--- src/rtl/mu0_control_pkg.sv ---
// Shared encodings for the MU0 control sequencer: opcodes, ALU functions, FSM states.
package mu0_control_pkg;

    localparam logic [3:0] OP_LDA = 4'd0;
    localparam logic [3:0] OP_STA = 4'd1;
    localparam logic [3:0] OP_ADD = 4'd2;
    localparam logic [3:0] OP_SUB = 4'd3;
    localparam logic [3:0] OP_JMP = 4'd4;
    localparam logic [3:0] OP_JGE = 4'd5;
    localparam logic [3:0] OP_JNE = 4'd6;
    localparam logic [3:0] OP_STP = 4'd7;

    localparam logic [1:0] ALU_B   = 2'b00;
    localparam logic [1:0] ALU_ADD = 2'b01;
    localparam logic [1:0] ALU_SUB = 2'b10;
    localparam logic [1:0] ALU_INC = 2'b11;

    typedef enum logic [1:0] {
        ST_FETCH = 2'd0,
        ST_EXEC  = 2'd1,
        ST_HALT  = 2'd2
    } state_t;

    // LDA, STA, ADD and SUB are the only execute steps that touch memory.
    function automatic logic is_mem_op(input logic [3:0] f);
        return (f[3:2] == 2'b00);
    endfunction

endpackage

--- src/rtl/mu0_ack_timer.sv ---
// Counts cycles an access waits for MemAck; expired flags the last permitted wait cycle.
// TIMEOUT == 0 disables expiry; clr has priority over run.
module mu0_ack_timer #(
    parameter int unsigned TIMEOUT   = 15,
    parameter int unsigned TIMEOUT_W = 4
) (
    input  logic Clk,
    input  logic Reset,
    input  logic clr,
    input  logic run,
    output logic expired
);

    localparam logic [TIMEOUT_W-1:0] LIMIT = TIMEOUT_W'(TIMEOUT);

    logic [TIMEOUT_W-1:0] cnt_q, cnt_d;

    always_comb begin
        cnt_d = cnt_q;
        if (clr)
            cnt_d = '0;
        else if (run)
            cnt_d = cnt_q + 1'b1;
    end

    always_ff @(posedge Clk or posedge Reset) begin
        if (Reset)
            cnt_q <= '0;
        else
            cnt_q <= cnt_d;
    end

    assign expired = (TIMEOUT != 0) && run && (cnt_q == LIMIT);

endmodule

--- src/rtl/mu0_control.sv ---
// MU0 multi-cycle fetch/execute sequencer: decodes datapath strobes from state/opcode/flags
// and handshakes each memory access, halting on STP or on a MemAck timeout.
module mu0_control
    import mu0_control_pkg::*;
#(
    parameter int unsigned TIMEOUT   = 15,
    parameter int unsigned TIMEOUT_W = 4
) (
    input  logic       Clk,
    input  logic       Reset,
    input  logic [3:0] F,
    input  logic       N,
    input  logic       Z,
    input  logic       MemAck,
    output logic       AddrSel,
    output logic       BSel,
    output logic [1:0] ALUfs,
    output logic       ACCce,
    output logic       PCce,
    output logic       IRce,
    output logic       ACCoe,
    output logic       MEMrq,
    output logic       RnW,
    output logic       Halted,
    output logic       Fault
);

    state_t state_q, state_d;
    logic   fault_q, fault_d;
    logic   mem_rq, timer_clr, timer_run, expired;

    // Request decode kept apart from the main decode so the timer's expiry
    // does not feed back into the process that produces MEMrq.
    assign mem_rq = ~Reset & ((state_q == ST_FETCH) ||
                              ((state_q == ST_EXEC) && is_mem_op(F)));
    assign timer_clr = ~mem_rq | MemAck;
    assign timer_run = mem_rq & ~MemAck;

    mu0_ack_timer #(
        .TIMEOUT   (TIMEOUT),
        .TIMEOUT_W (TIMEOUT_W)
    ) u_ack_timer (
        .Clk     (Clk),
        .Reset   (Reset),
        .clr     (timer_clr),
        .run     (timer_run),
        .expired (expired)
    );

    always_comb begin
        state_d = state_q;
        fault_d = fault_q;
        AddrSel = 1'b0;
        BSel    = 1'b0;
        ALUfs   = ALU_B;
        ACCce   = 1'b0;
        PCce    = 1'b0;
        IRce    = 1'b0;
        ACCoe   = 1'b0;
        RnW     = 1'b0;
        if (!Reset) begin
            case (state_q)
                ST_FETCH: begin
                    RnW   = 1'b1;
                    BSel  = 1'b1;
                    ALUfs = ALU_INC;
                    IRce  = MemAck;
                    PCce  = MemAck;
                end
                ST_EXEC: begin
                    AddrSel = 1'b1;
                    state_d = ST_FETCH;
                    case (F)
                        OP_LDA: begin RnW = 1'b1; ALUfs = ALU_B;   ACCce = MemAck; end
                        OP_STA: begin ACCoe = 1'b1; end
                        OP_ADD: begin RnW = 1'b1; ALUfs = ALU_ADD; ACCce = MemAck; end
                        OP_SUB: begin RnW = 1'b1; ALUfs = ALU_SUB; ACCce = MemAck; end
                        OP_JMP: begin BSel = 1'b1; PCce = 1'b1; end
                        OP_JGE: begin BSel = 1'b1; PCce = ~N; end
                        OP_JNE: begin BSel = 1'b1; PCce = ~Z; end
                        OP_STP: state_d = ST_HALT;
                        default: ;
                    endcase
                end
                default: ;
            endcase
            // Memory cycles advance only on ack; the ack beats a same-cycle expiry.
            if (mem_rq) begin
                if (MemAck)
                    state_d = (state_q == ST_FETCH) ? ST_EXEC : ST_FETCH;
                else if (expired) begin
                    state_d = ST_HALT;
                    fault_d = 1'b1;
                end else
                    state_d = state_q;
            end
        end
    end

    always_ff @(posedge Clk or posedge Reset) begin
        if (Reset) begin
            state_q <= ST_FETCH;
            fault_q <= 1'b0;
        end else begin
            state_q <= state_d;
            fault_q <= fault_d;
        end
    end

    assign MEMrq  = mem_rq;
    assign Halted = (state_q == ST_HALT);
    assign Fault  = fault_q;

endmodule

--- config.mk ---
export PLATFORM = sky130hd
export DESIGN_NAME = mu0_control
export DESIGN_NICKNAME = d
export VERILOG_FILES = /design/src/rtl/mu0_control_pkg.sv /design/src/rtl/mu0_ack_timer.sv /design/src/rtl/mu0_control.sv
export SDC_FILE = /design/constraint.sdc
export NUM_CORES = 1
export LEC_CHECK = 0
export ABC_AREA = 0
export BUFFER_PORTS_ARGS = -buffer_cell sky130_fd_sc_hd__buf_4
export CORE_AREA = 2 2 39 41
export CTS_BUF_LIST = sky130_fd_sc_hd__clkbuf_4 sky130_fd_sc_hd__clkbuf_8 sky130_fd_sc_hd__clkbuf_16
export CTS_CLUSTER_DIAMETER = 50
export DETAILED_ROUTE_END_ITERATION = 7
export DIE_AREA = 0 0 41 43
export GPL_TIMING_DRIVEN = 0
export HOLD_SLACK_MARGIN = 0.12
export PLACE_DENSITY = 0.65
export SYNTH_ARGS = -nofsm -noshare
export SYNTH_HDL_FRONTEND = slang
export SYNTH_SLANG_ARGS = --single-unit
--- constraint.sdc ---
create_clock -name Clk -period 1.2 [get_ports Clk]
set_input_delay 0.12 -clock Clk [delete_from_list [all_inputs] [get_ports Clk]]
set_output_delay 0.12 -clock Clk [all_outputs]
set_load 0.01 [all_outputs]
==> out/results.txt, run 1 <==
I/O Pins = 21
Clock Root Buffer = clkbuf_4
Worst Path Required = 1.08 ns
ANT nets after route = 0
drt wl/cell = 13.0 um
Yosys reg bits = 7
core area = 0.00138 mm2
antenna violations before repair = 0
Largest stage delay, worst path = 0.41 ns
clock buffers created by TritonCTS = 3
pin slew with the least headroom to its limit = 0.271 ns
final wirelength = 1.35 mm
Remaining DRCs = 0
synthesized net count = 64
reg-to-reg startpoint = state_q[1]$_DFFE_PP0P_
Setup Total Neg Slack = -1.94 ns
largest net degree at the start of global routing = 8
Final Setup Violations = 14
Final Instance Count excl. Fillers = 104
clock slew at reported path FFs = 0.05 ns
first-pass GRT wire length = 2.12 mm
Total Routing Usage GR = 18.2%
Num Clock Sinks = 7
Slowest-stage cell, CP = dfrtp_1
Clock Skew = 0.000260 ns
initial drt markers = 7
kind of critical path = register to primary output
CP endpoint = PCce
Pleak = 0.393 nW
layout cells sized above 1 = 53.4%
crit-path cells = and4bb_2 > nand4_1 > a21oi_1 > buf_4
total gr overflow = 0
Crit. End Element = primary output
Setup crit start kind = register
register area = 176 um2
CTS tree = yes
Slew Limit Fails = 0
Port Buffer Count = 20
CP Depth = 4
Hold Path Class = primary input to register
die width = 41 um
Worst-Skew Late Latency = 0.24 ns
H-tree depth = 1
Final period util = 121%
Yosys warnings = 0
WP buf/inv = 1
Vias/cell = 4.89
slew margin rel. = 81.7%
nets = 99
most frequent cells in the layout = 25 x buf_4, 6 x dfrtp_1, 4 x nand2_1, 4 x clkbuf_4, 4 x dlygate4sd3_1
internal power = 0.678 mW
Final WS setup = -0.248 ns
DP HPWL = 911 um
Cell Pwr Density = 1220 mW/mm2
die area = 0.00176 mm2
Layout area overhead = 76.3%
area of the multi-input gates = 328 um2
vias in the first global route = 510
commonest non-fill, non-tap cell in the layout = buf_4
maximum capacitance violations = 0
Sequential Power Share = 29.8%
switching share of power = 32.7%
Post-Place Worst Slack = -0.0953 ns
Avg Cell Area, Syn = 8.69 um2
CP delay by family, top = simple AND/OR/NAND/NOR gates
switching pwr = 0.330 mW
power share of the combinational group = 47.8%
Hold Path Stages = 4
Reg2Reg Setup Slack = -0.09 ns
Critical Path Start = state_q[1]$_DFFE_PP0P_
Mapped Cells = 54
post-placement cell count = 90
Die Y = 43 um
worst vdd ir = 0.000944 V
RR Endpoint = state_q[1]$_DFFE_PP0P_
Final min period = 1.45 ns
Initial Utilization = 33.9%
Hold Violations, Final = 0
Worst Path Arrival = 1.33 ns
synthesized area = 469 um2
filler cell count in the final layout = 131
Clock Path Buffers = 2
Cell Rows = 14
maximum clock rate = 691 MHz
failing checks = negative setup slack
Netlist cell types = 28
Clock Power Share = 22.4%
sequential area share after synthesis = 37.3%
Max Fanout on Critical Path = 5
path depth of the worst reg2reg path = 4
n_diodes = 0
Pre-antenna DRT Iters = 4
status = complete, but fails checks
GPL Wtd Cong = 0.642
DR vias = 509
RSZ-0062 raised after global routing = yes
==> worst min-delay path by stage <==
stage	from	endpoint	slack [ns]
finish	Reset	u_ack_timer.cnt_q[0]$_DFF_PP0_	0.25
global route	Reset	u_ack_timer.cnt_q[0]$_DFF_PP0_	0.27
CTS	Reset	u_ack_timer.cnt_q[0]$_DFF_PP0_	0.23
detailed placement	Reset	u_ack_timer.cnt_q[0]$_DFF_PP0_	0.09
global placement	Reset	state_q[0]$_DFFE_PP0P_	0.09
floorplan	Reset	Fault$_DFFE_PP0P_	-0.08
==> cells in the mapped netlist (all sizes together) <==
cell	n	share of area (%)
inv	3	2.4
o41ai	1	1.9
xor2	1	1.9
and3	1	1.3
a21oi	5	5.3
a221o	1	2.1
nand2b	3	4.0
ha	1	2.7
xnor2	1	1.9
or2	1	1.3
a21o	2	3.5
nor4	1	1.3
nor3b	1	4.0
nor4b	1	1.9
nand2	6	4.8
nor2	4	3.2
nand3	3	3.2
nand4	1	1.3
nor3	3	3.2
buf	2	4.0
o21ai	2	2.1
nor2b	1	1.3
dfrtp	7	37
and2	1	1.3
and4bb	1	2.7
==> routing by layer <==
layer	share of wire [%]	vias to the layer above	track usage, %
met3	6.8	4	3.66
li1	-	258	-
met4	2.1	0	10.0
met1	43	227	21.4
met5	0	-	0
met2	48	20	29.1
==> worst reg2reg max path: stages, from the launching register on <==
cell     delay [ns]
dfrtp_1        0.41
or2_1          0.24
buf_6          0.15
nor3b_4        0.24
a221o_1        0.19
==> registers in the layout, indices dropped and copies added (netlist names) <==
name	cells
Fault	1
state_q	2
u_ack_timer.cnt_q	4
==> metrics by stage <==
stage          hold WS, ns  instance area [um2]  total power [mW]  utilization [%]
2_1_floorplan      -0.0766                  484             0.488                -
3_3_place_gp        0.0875                  654             0.638             47.3
3_5_place_dp        0.0871                  654             0.645             47.3
4_1_cts              0.233                  818              1.02             59.1
5_1_grt              0.275                  827              1.08             59.8
6_report             0.248                  827              1.01             59.8
==> cells by family (layout without fill, tap and decap cells) <==
family	Yosys count	count (layout)	synth area share, %
simple gates	28	28	34.9
buf+inv	5	39	6.40
fa+ha+maj	1	1	2.67
xor+xnor	2	2	3.73
flops	7	7	37.3
compound gates	11	11	14.9
==> what timing repair did <==
| item | CTS | global route |
|---|---|---|
| resized for setup | 13 | 2 |
| hold buffers | 4 | 0 |
| endpoints found under the setup margin | 14 | 15 |
| buffers inserted | 6 | 1 |
| pin swaps | 10 | 4 |
| cloned | 0 | 0 |
| endpoints found under the hold margin | 8 | 0 |
==> layout make-up <==
class / instances / area share (%)
buffer: 1 / 1.36
timing repair buffer: 31 / 30.3
inverter: 3 / 1.36
sequential: 7 / 21.3
multi-input combinational: 42 / 39.6
clock buffer: 4 / 3.63
tap: 16 / 2.42
==> power groups by stage <==
stage / Combinational, mW / Sequential (mW) / Clock [mW]
floorplan: 0.210 / 0.277 / 0
global placement: 0.358 / 0.280 / 0
detailed placement: 0.362 / 0.282 / 0
CTS: 0.501 / 0.280 / 0.238
global route: 0.525 / 0.303 / 0.248
finish: 0.482 / 0.300 / 0.226
Note: power is estimated with default switching activity, not from simulation.
==> run 2, diff against run 1 <==
--- a/config.mk
+++ b/config.mk
@@ -15,6 +15,7 @@
 export GPL_TIMING_DRIVEN = 0
 export HOLD_SLACK_MARGIN = 0.12
 export PLACE_DENSITY = 0.65
+export SETUP_SLACK_MARGIN = 0.4
 export SYNTH_ARGS = -nofsm -noshare
 export SYNTH_HDL_FRONTEND = slang
 export SYNTH_SLANG_ARGS = --single-unit
==> out/results.txt, run 2 (synthesized netlist as in run 1, its figures left out) <==
drt wl/cell = 13.5 um
final wirelength = 1.41 mm
pin slew with the least headroom to its limit = 0.312 ns
met2 usage = 29.4%
global routing's busiest layer = met2
switching pwr = 0.401 mW
DP HPWL = 928 um
Top reg by flops = u_ack_timer.cnt_q
Pre-antenna DRT Iters = 3
CTS tree = yes
core area = 0.00138 mm2
layout cells sized above 1 = 62.5%
Worst Path Required = 1.08 ns
Tot Pwr = 1.18 mW
met1 Usage GRT = 26.0%
Layout area overhead = 89.3%
DR vias = 532
Total Routing Usage GR = 19.6%
first-pass GRT wire length = 2.28 mm
Final Setup Violations = 14
Hold Violations, Final = 0
DP Area = 736 um2
nets = 99
status = complete, but fails checks
antenna violations before repair = 0
GPL Wtd Cong = 0.730
commonest non-fill, non-tap cell in the layout = buf_4
Clock Skew = 0.00647 ns
internal power = 0.781 mW
Crit. End Element = primary output
Clock Root Buffer = clkbuf_4
GRT met3 Usage = 3.14%
RSZ-0062 raised after global routing = yes
clock buffers created by TritonCTS = 3
Cell Pwr Density = 1330 mW/mm2
Slew Limit Fails = 0
n_diodes = 0
Sequential Power Share = 23.7%
Die Y = 43 um
Final min period = 1.47 ns
Worst-Skew Late Latency = 0.25 ns
clock slew at reported path FFs = 0.06 ns
Worst Path Arrival = 1.35 ns
slew margin rel. = 78.9%
most frequent cells in the layout = 21 x buf_4, 9 x buf_6, 7 x dfrtp_1
Clock Path Buffers = 2
Num Clock Sinks = 7
total gr overflow = 0
max FFs per register = 4
failing checks = negative setup slack
Vias/cell = 5.12
Hold Path Stages = 2
post-route cell area = 888 um2
ANT nets after route = 0
maximum clock rate = 681 MHz
H-tree depth = 1
Clock Power Share = 20.4%
Port Buffer Count = 20
Max Fanout on Critical Path = 4
kind of critical path = register to primary output
Final period util = 122%
die width = 41 um
worst vdd ir = 0.00104 V
Cell Rows = 14
power share of the combinational group = 55.8%
maximum capacitance violations = 0
die area = 0.00176 mm2
Remaining DRCs = 0
Final WS setup = -0.269 ns
largest net degree at the start of global routing = 8
switching share of power = 33.9%
initial drt markers = 11
Setup crit start kind = register
Hold Path Class = primary input to register
vias in the first global route = 541
I/O Pins = 21
path depth of the worst reg2reg path = 5
Initial Utilization = 33.9%
Pleak = 0.417 nW
## run 2: worst max-delay path: stages (launching register included)
cell	delay (ns)
dfrtp_1	0.41
and4bb_2	0.32
nand4_1	0.08
a21oi_1	0.14
buf_4	0.14
## run 2: what timing repair did
| action | 4_1_cts | 5_1_grt |
|---|---|---|
| resized for setup | 7 | 2 |
| hold endpoints to repair | 9 | 0 |
| endpoints found under the setup margin | 19 | 19 |
| pin swaps | 9 | 4 |
| setup buffers | 7 | 2 |
| hold buffers | 1 | 0 |
## run 2: layer usage
layer / routed length (um) / share of wire, %
met5: 0 / 0
met4: 25 / 1.8
met1: 619 / 44
met2: 701 / 50
met3: 59 / 4.2
## run 2: path summary, 6_finish.rpt
path / from / endpoint / slack [ns]
max: state_q[1]$_DFFE_PP0P_ / PCce / -0.27
min: MemAck / u_ack_timer.cnt_q[0]$_DFF_PP0_ / 0.12
max reg2reg: state_q[1]$_DFFE_PP0P_ / state_q[1]$_DFFE_PP0P_ / -0.16
min reg2reg: Fault$_DFFE_PP0P_ / Fault$_DFFE_PP0P_ / 0.48
max in group asynchronous: Reset / u_ack_timer.cnt_q[3]$_DFF_PP0_ / 0.59
min in group asynchronous: Reset / state_q[0]$_DFFE_PP0P_ / 0.39
## run 2: power groups by stage
stage / clock network (mW) / logic (mW) / registers (mW)
after floorplan: 0 / 0.294 / 0.285
after global placement: 0 / 0.449 / 0.289
after detailed placement: 0 / 0.453 / 0.289
after CTS: 0.243 / 0.632 / 0.277
after global routing: 0.264 / 0.708 / 0.283
final: 0.241 / 0.660 / 0.281
## run 2: per-stage QoR
| stage | instances | util [%] | setup WS (ns) | TNS (ns) | hold WS, ns |
|---|---|---|---|---|---|
| after floorplan | 54 | - | 0.0203 | 0 | -0.0766 |
| after global placement | 90 | 53.2 | -0.0708 | -0.201 | 0.103 |
| after detailed placement | 90 | 53.2 | -0.0592 | -0.196 | 0.106 |
| after CTS | 102 | 62.7 | -0.265 | -2.17 | 0.117 |
| after global routing | 104 | 64.2 | -0.343 | -3.40 | 0.121 |
| final | 104 | 64.2 | -0.269 | -2.48 | 0.118 |
## run 2: cell type report
class / count / area [um2]
Buffer: 2 / 22.5
Inverter: 3 / 11.3
Sequential cell: 7 / 175
Tap cell: 16 / 20.0
Clock buffer: 4 / 30.0
Fill cell: 123 / 495
Timing Repair Buffer: 30 / 267
Multi-Input combinational cell: 42 / 363
